<file path="src/rtl/noc_pkg.sv">
// Shared NoC definitions: flit geometry and flit-type encodings used by the
// merge-stage arbiter and its selector.
package noc_pkg;

  localparam int FLIT_SIZE  = 32;
  localparam int HEADER_LEN = 2;
  localparam int CMP_POS    = HEADER_LEN;
  localparam int CMP_LEN    = 4;

  typedef enum logic [HEADER_LEN-1:0] {
    BODY_FLIT   = 2'b00,
    HEAD_FLIT   = 2'b01,
    TAIL_FLIT   = 2'b10,
    SINGLE_FLIT = 2'b11
  } flit_type_e;

  // HEAD and SINGLE flits are the only ones that may open arbitration.
  function automatic logic is_hdr(input logic [HEADER_LEN-1:0] t);
    return (t == HEAD_FLIT) || (t == SINGLE_FLIT);
  endfunction

endpackage

</file>
<file path="src/rtl/rr_prio_select.sv">
// Combinational winner selection: a starved candidate first, otherwise the
// highest priority, with both searches running circularly from the rr pointer.
module rr_prio_select #(
  parameter int N       = 8,
  parameter int CMP_LEN = 4
) (
  input  logic [N-1:0]         i_cand,
  input  logic [N*CMP_LEN-1:0] i_prio,
  input  logic [N-1:0]         i_starved,
  input  logic [$clog2(N)-1:0] i_rr_ptr,
  output logic [$clog2(N)-1:0] o_winner,
  output logic                 o_found
);
  localparam int IW = $clog2(N);

  logic [IW-1:0]      w_idx, w_pwin, w_swin;
  logic [CMP_LEN-1:0] w_prio, w_best;
  logic               w_pfound, w_sfound;

  // Strict '>' keeps the earliest index in circular order on priority ties.
  always_comb begin
    w_idx    = '0;
    w_prio   = '0;
    w_best   = '0;
    w_pwin   = '0;
    w_swin   = '0;
    w_pfound = 1'b0;
    w_sfound = 1'b0;
    for (int k = 0; k < N; k++) begin
      w_idx  = IW'((int'(i_rr_ptr) + k) % N);
      w_prio = i_prio[CMP_LEN*w_idx +: CMP_LEN];
      if (i_cand[w_idx]) begin
        if (!w_pfound || (w_prio > w_best)) begin
          w_pfound = 1'b1;
          w_best   = w_prio;
          w_pwin   = w_idx;
        end
        if (i_starved[w_idx] && !w_sfound) begin
          w_sfound = 1'b1;
          w_swin   = w_idx;
        end
      end
    end
    o_found  = w_pfound;
    o_winner = w_sfound ? w_swin : w_pwin;
  end

endmodule

</file>
<file path="src/rtl/wormhole_priority_arbiter.sv">
// N-to-1 wormhole merge arbiter: priority + round-robin + anti-starvation ages,
// output locked to one input from HEAD to TAIL. grant_idx is the merge mux select.
module wormhole_priority_arbiter
  import noc_pkg::*;
#(
  parameter int N       = 8,
  parameter int CMP_LEN = 4,
  parameter int AGE_W   = 3
) (
  input  logic                    clk,
  input  logic                    rst,
  input  logic [N-1:0]            req_valid,
  input  logic [N*HEADER_LEN-1:0] req_type,
  input  logic [N*CMP_LEN-1:0]    req_prio,
  input  logic                    out_ready,
  output logic [N-1:0]            grant,
  output logic [$clog2(N)-1:0]    grant_idx,
  output logic                    grant_vld,
  output logic                    locked,
  output logic                    proto_err
);
  localparam int IW = $clog2(N);
  localparam logic [AGE_W-1:0] AGE_MAX = '1;

  typedef enum logic {ST_IDLE, ST_LOCKED} state_e;

  state_e                r_state, w_state_nxt;
  logic [IW-1:0]         r_owner, r_rr_ptr, w_owner_nxt, w_rr_nxt;
  logic [AGE_W-1:0]      r_age [N];
  logic [N-1:0]          w_cand, w_starved;
  logic [IW-1:0]         w_winner;
  logic                  w_found, w_xfer;
  logic [HEADER_LEN-1:0] w_owner_type, w_xfer_type;

  function automatic logic [IW-1:0] next_idx(input logic [IW-1:0] i);
    return (int'(i) == N-1) ? '0 : i + IW'(1);
  endfunction

  always_comb begin
    w_cand    = '0;
    w_starved = '0;
    for (int i = 0; i < N; i++) begin
      w_cand[i]    = req_valid[i] && is_hdr(req_type[HEADER_LEN*i +: HEADER_LEN]);
      w_starved[i] = (r_age[i] == AGE_MAX);
    end
  end

  assign w_owner_type = req_type[HEADER_LEN*r_owner +: HEADER_LEN];

  rr_prio_select #(.N(N), .CMP_LEN(CMP_LEN)) u_sel (
    .i_cand    (w_cand),
    .i_prio    (req_prio),
    .i_starved (w_starved),
    .i_rr_ptr  (r_rr_ptr),
    .o_winner  (w_winner),
    .o_found   (w_found)
  );

  always_comb begin
    w_state_nxt = r_state;
    w_owner_nxt = r_owner;
    w_rr_nxt    = r_rr_ptr;
    grant       = '0;
    grant_idx   = '0;
    proto_err   = 1'b0;
    locked      = (r_state == ST_LOCKED);
    case (r_state)
      ST_IDLE: begin
        if (w_found) begin
          grant[w_winner] = 1'b1;
          grant_idx       = w_winner;
        end else if (|req_valid) begin
          proto_err = 1'b1;
        end
      end
      ST_LOCKED: begin
        if (req_valid[r_owner]) begin
          if (is_hdr(w_owner_type)) begin
            proto_err = 1'b1;
          end else begin
            grant[r_owner] = 1'b1;
            grant_idx      = r_owner;
          end
        end
      end
      default: ;
    endcase
    grant_vld   = |grant;
    w_xfer      = grant_vld && out_ready;
    w_xfer_type = req_type[HEADER_LEN*grant_idx +: HEADER_LEN];
    // A released lock leaves rr_ptr past the owner; arbitration resumes next cycle.
    if (w_xfer) begin
      if (r_state == ST_IDLE) begin
        if (w_xfer_type == HEAD_FLIT) begin
          w_state_nxt = ST_LOCKED;
          w_owner_nxt = w_winner;
        end else begin
          w_rr_nxt = next_idx(w_winner);
        end
      end else if (w_xfer_type == TAIL_FLIT) begin
        w_state_nxt = ST_IDLE;
        w_rr_nxt    = next_idx(r_owner);
      end
    end
  end

  always_ff @(posedge clk) begin
    if (rst) r_state <= ST_IDLE;
    else     r_state <= w_state_nxt;
  end

  always_ff @(posedge clk) begin
    if (rst) begin
      r_owner  <= '0;
      r_rr_ptr <= '0;
      for (int i = 0; i < N; i++) r_age[i] <= '0;
    end else begin
      r_owner  <= w_owner_nxt;
      r_rr_ptr <= w_rr_nxt;
      // Ages freeze under backpressure so a stall never counts as being passed over.
      if (out_ready) begin
        for (int i = 0; i < N; i++) begin
          if (w_xfer && (int'(grant_idx) == i)) begin
            if (is_hdr(w_xfer_type)) r_age[i] <= '0;
          end else if (w_cand[i] && (r_age[i] != AGE_MAX)) begin
            r_age[i] <= r_age[i] + AGE_W'(1);
          end
        end
      end
    end
  end

endmodule

</file>
<file path="config.mk">
export PLATFORM = sky130hd
export DESIGN_NAME = wormhole_priority_arbiter
export DESIGN_NICKNAME = d
export VERILOG_FILES = /design/src/rtl/noc_pkg.sv /design/src/rtl/rr_prio_select.sv /design/src/rtl/wormhole_priority_arbiter.sv
export SDC_FILE = /design/constraint.sdc
export NUM_CORES = 1
export LEC_CHECK = 0
export BUFFER_PORTS_ARGS = -buffer_cell sky130_fd_sc_hd__buf_4
export CAP_MARGIN = 20
export CORE_ASPECT_RATIO = 1.1
export CORE_MARGIN = 3
export CORE_UTILIZATION = 45
export CTS_BUF_LIST = sky130_fd_sc_hd__clkbuf_4
export DETAILED_ROUTE_END_ITERATION = 7
export SLEW_MARGIN = 20
export SYNTH_ARGS = -nofsm -noshare
export SYNTH_HDL_FRONTEND = slang
export SYNTH_SLANG_ARGS = --single-unit
</file>
<file path="constraint.sdc">
create_clock -name clk -period 39.1 [get_ports clk]
set_clock_uncertainty 0.15 [all_clocks]
set_input_delay 11.73 -clock clk [delete_from_list [all_inputs] [get_ports clk]]
set_output_delay 11.73 -clock clk [all_outputs]
set_load 0.005 [all_outputs]
</file>
==> impl_metrics.toml <==
[drt]
via_count = 6409
detail_route.drc_violations = 0
antenna_left = 0
avgViaCountPerCell = 6.53
post_drt_wl_per_cell_um = 22.2
first_pass_iters = 7
wl_mm = 21.8
drt_iter0_markers = 497

[floorplanning]
chipWidth_um = 119
die_area_um2 = 15600
io_pins = 73
initial_utilization = 0.472
die_height_um = 131
placementRows = 44
core_area_um2 = 13500

[synthesis]
synth.ff_latch_count = 31
synth_sequential_area_ratio = 0.135
primary_ff_master_synth = "edfxtp_1"
synth_edf_count = 24
syn_inst = 748
async_reset_ff_frac = 0
post_synth_num_cell_types = 82
post_synth_instance_area_um2 = 6360
yosysWarningCount = 0
mappedNetlistNets = 857
postSynthAreaPerCell_um2 = 8.51

[cts]
clk_latency_ns = 0.35
clock_tree.root_cell = "clkbuf_4"
cts-hold-fix-buffers = 0
cts_buffer_depth = 2
h_tree_depth = 2
cts.sink_count = 31
cts_made_buffers = 5
worst_setup_hold_path_clk_slew_ns = 0.10
postCtsResizedCells = 0
post-cts-setup-buffer-count = 0
cts_tree = "done"

[timing]
fmax_mhz = 27.1
whs_ns = 0.421
timing_hold_violations_final = 0
period_utilisation_layout = 0.945
worst-slew-pin-transition_ns = 1.01
shortest_period_the_worst_path_allows_ns = 36.93
timing.setup.tns_ns = 0
total_of_endpoints_with_negative_setup_slack_in_the_final_report = 0
rsz_0062_raised_after_global_routing = "no"
report.final.slew_viol_count = 0
timing.slew.headroom = 0.326

[worst_setup_path]
setup.worst_path.end_class = "primary output"
path_delay_family = "compound AO/OA/AOI/OAI gates"
critical_path.endpoint = "grant[0]"
crit-reg2reg-capture = "r_age[0][8]"
critical_path.max_fanout = 11
timing.reg2reg.setup_slack_ns = 22.57
most_frequent_cell_on_the_critical_path = "o21ai_0"
timing.critical_path.slowest_cell_delay_ns = 0.64
rr_worst_depth = 64
critical_path_required_ns = 27.22
critical_path_arrival_ns = 25.05
timing.critical_path.depth = 60
worstSetupPathType = "input pin to primary output"
critical-path-slowest-cell = "mux4_2"
worst_r2r_startpoint = "r_rr_ptr[1]"
cp-start-kind = "input pin"
crit_buf_inv = 3
crit_path_start = "req_type[2]"

[global_routing]
global_route.usage.total = 0.276
grt_first_pass_wirelength_mm = 34.0
met1_usage = 0.364
grt_remaining_overflow = 0
antenna_found_initial = 0
grt_pass1_vias = 6195
grt_max_degree = 47
globalRouteMet3Util = 0.0465
groute.layer.met2.usage = 0.447
grt-busiest-layer = "met2"

[place]
gp_congestion = 1.01
port_buffers = 72
hpwlAfterDp_mm = 17.6
post_dp_cell_area_um2 = 7020

[pwr]
power-per-cell-area_nw_per_um2 = 92.4
power.static_leakage_nw = 2.93
power.ir.vdd_worst_v = 0.0000738
total_power_w = 0.000656

[final_layout]
num-nets-final = 906
fin_area_um2 = 7100
drive_gt1_frac = 0.228
area_growth_syn_to_layout_pct = 11.6
insertedDiodeCount = 0
finish.utilization = 0.526

[outcome]
status = "completed"

[flow_run]
maxcap_violations = 0

[hold_path]
timing.hold.worst.class = "flop to flop"
## flip-flops by register name, indices dropped and copies added (netlist names)
register  cells
r_rr_ptr      3
r_age        24
r_owner       3
locked        1
## synthesized netlist by cell type, types with 6 or more instances
cell type	n	area (um^2)
nand2_1	119	447
ha_1	50	626
o21ai_0	46	230
mux4_2	44	991
mux2i_1	39	390
nor2_1	39	146
a21oi_1	37	185
and2_1	32	200
edfxtp_1	24	721
clkbuf_1	20	75.1
nor2b_1	20	125
nand3_1	19	95.1
inv_1	17	63.8
mux2_2	15	169
a211o_1	10	87.6
a31oi_1	10	62.6
buf_1	10	37.5
nand4_1	10	62.6
o2111ai_1	10	87.6
or2_2	10	62.6
o21a_1	9	67.6
o22ai_1	9	56.3
a2111oi_0	7	61.3
a21o_1	7	52.6
dfxtp_1	7	140
o32ai_1	7	61.3
and3_1	6	37.5
nand2b_1	6	37.5
nor3_1	6	30.0
o211ai_1	6	45.0
## cell usage in the layout (no fill, tap or decap), types with 7 or more instances in the layout
cell type | netlist | layout
o22ai_1 | 9 | 9
mux2_2 | 15 | 15
a31oi_1 | 10 | 10
nand3_1 | 19 | 19
mux4_2 | 44 | 44
mux2i_1 | 39 | 39
nor2_1 | 39 | 39
nand2_1 | 119 | 119
o2111ai_1 | 10 | 10
edfxtp_1 | 24 | 24
a21oi_1 | 37 | 37
ha_1 | 50 | 50
and2_1 | 32 | 32
buf_4 | 0 | 81
a21o_1 | 7 | 7
o21a_1 | 9 | 9
o21ai_0 | 46 | 46
nand4_1 | 10 | 10
a211o_1 | 10 | 10
o32ai_1 | 7 | 7
or2_2 | 10 | 10
a2111oi_0 | 7 | 7
nor2b_1 | 20 | 20
inv_1 | 17 | 17
## cell type report
type | count | area, um^2
fill | 1332 | 6390
multi-input combinational | 657 | 5230
sequential | 31 | 865
timing repair buffer | 81 | 608
tap | 184 | 230
inverter | 21 | 81.3
clock inverter | 3 | 43.8
clock buffer | 5 | 37.5
## cells by family after synthesis
| family | count (synthesis) | share of synthesized area |
|---|---|---|
| AO/OA/AOI/OAI | 205 | 0.232 |
| adder cells (fa/ha/maj) | 51 | 0.100 |
| buffers and inverters | 60 | 0.0421 |
| flip-flops | 31 | 0.135 |
| XOR/XNOR | 5 | 0.00688 |
| multiplexers | 99 | 0.247 |
| AND/OR/NAND/NOR | 297 | 0.237 |
## power by group
part | total (W) | internal [W] | switching, W | leakage (nW)
sequential | 0.0000599 | 0.0000475 | 0.0000125 | 0.309
combinational | 0.000571 | 0.000238 | 0.000333 | 2.58
clock | 0.0000257 | 0.0000134 | 0.0000123 | 0.0452
total | 0.000656 | 0.000299 | 0.000357 | 2.93
## per-stage QoR
| stage | worst slack (ns) | std cells |
|---|---|---|
| after CTS | 2.46 | 982 |
| after global routing | 0.993 | 982 |
| after detailed placement | 2.50 | 974 |
| final | 2.17 | 982 |
| after global placement | 2.79 | 974 |
| after floorplan | 4.35 | 748 |
## worst min-delay path by stage
stage | startpoint | to | slack (ns) | cells after the start
6_report | r_age[0][0] | r_age[0][0] | 0.42 | 1
2_1_floorplan | r_age[0][0] | r_age[0][0] | 0.39 | 1
5_1_grt | r_age[0][9] | r_age[0][9] | 0.45 | 1
4_1_cts | r_age[0][0] | r_age[0][0] | 0.43 | 1
3_5_place_dp | r_age[0][0] | r_age[0][0] | 0.41 | 1
3_3_place_gp | r_age[0][0] | r_age[0][0] | 0.40 | 1
## routing by layer
| layer | vias up | routed length, um |
|---|---|---|
| li1 | 3012 | - |
| met5 | - | 0 |
| met2 | 222 | 10000 |
| met4 | 0 | 1030 |
| met1 | 3118 | 9260 |
| met3 | 57 | 1490 |
No activity file was read; power rests on OpenSTA's default activity.
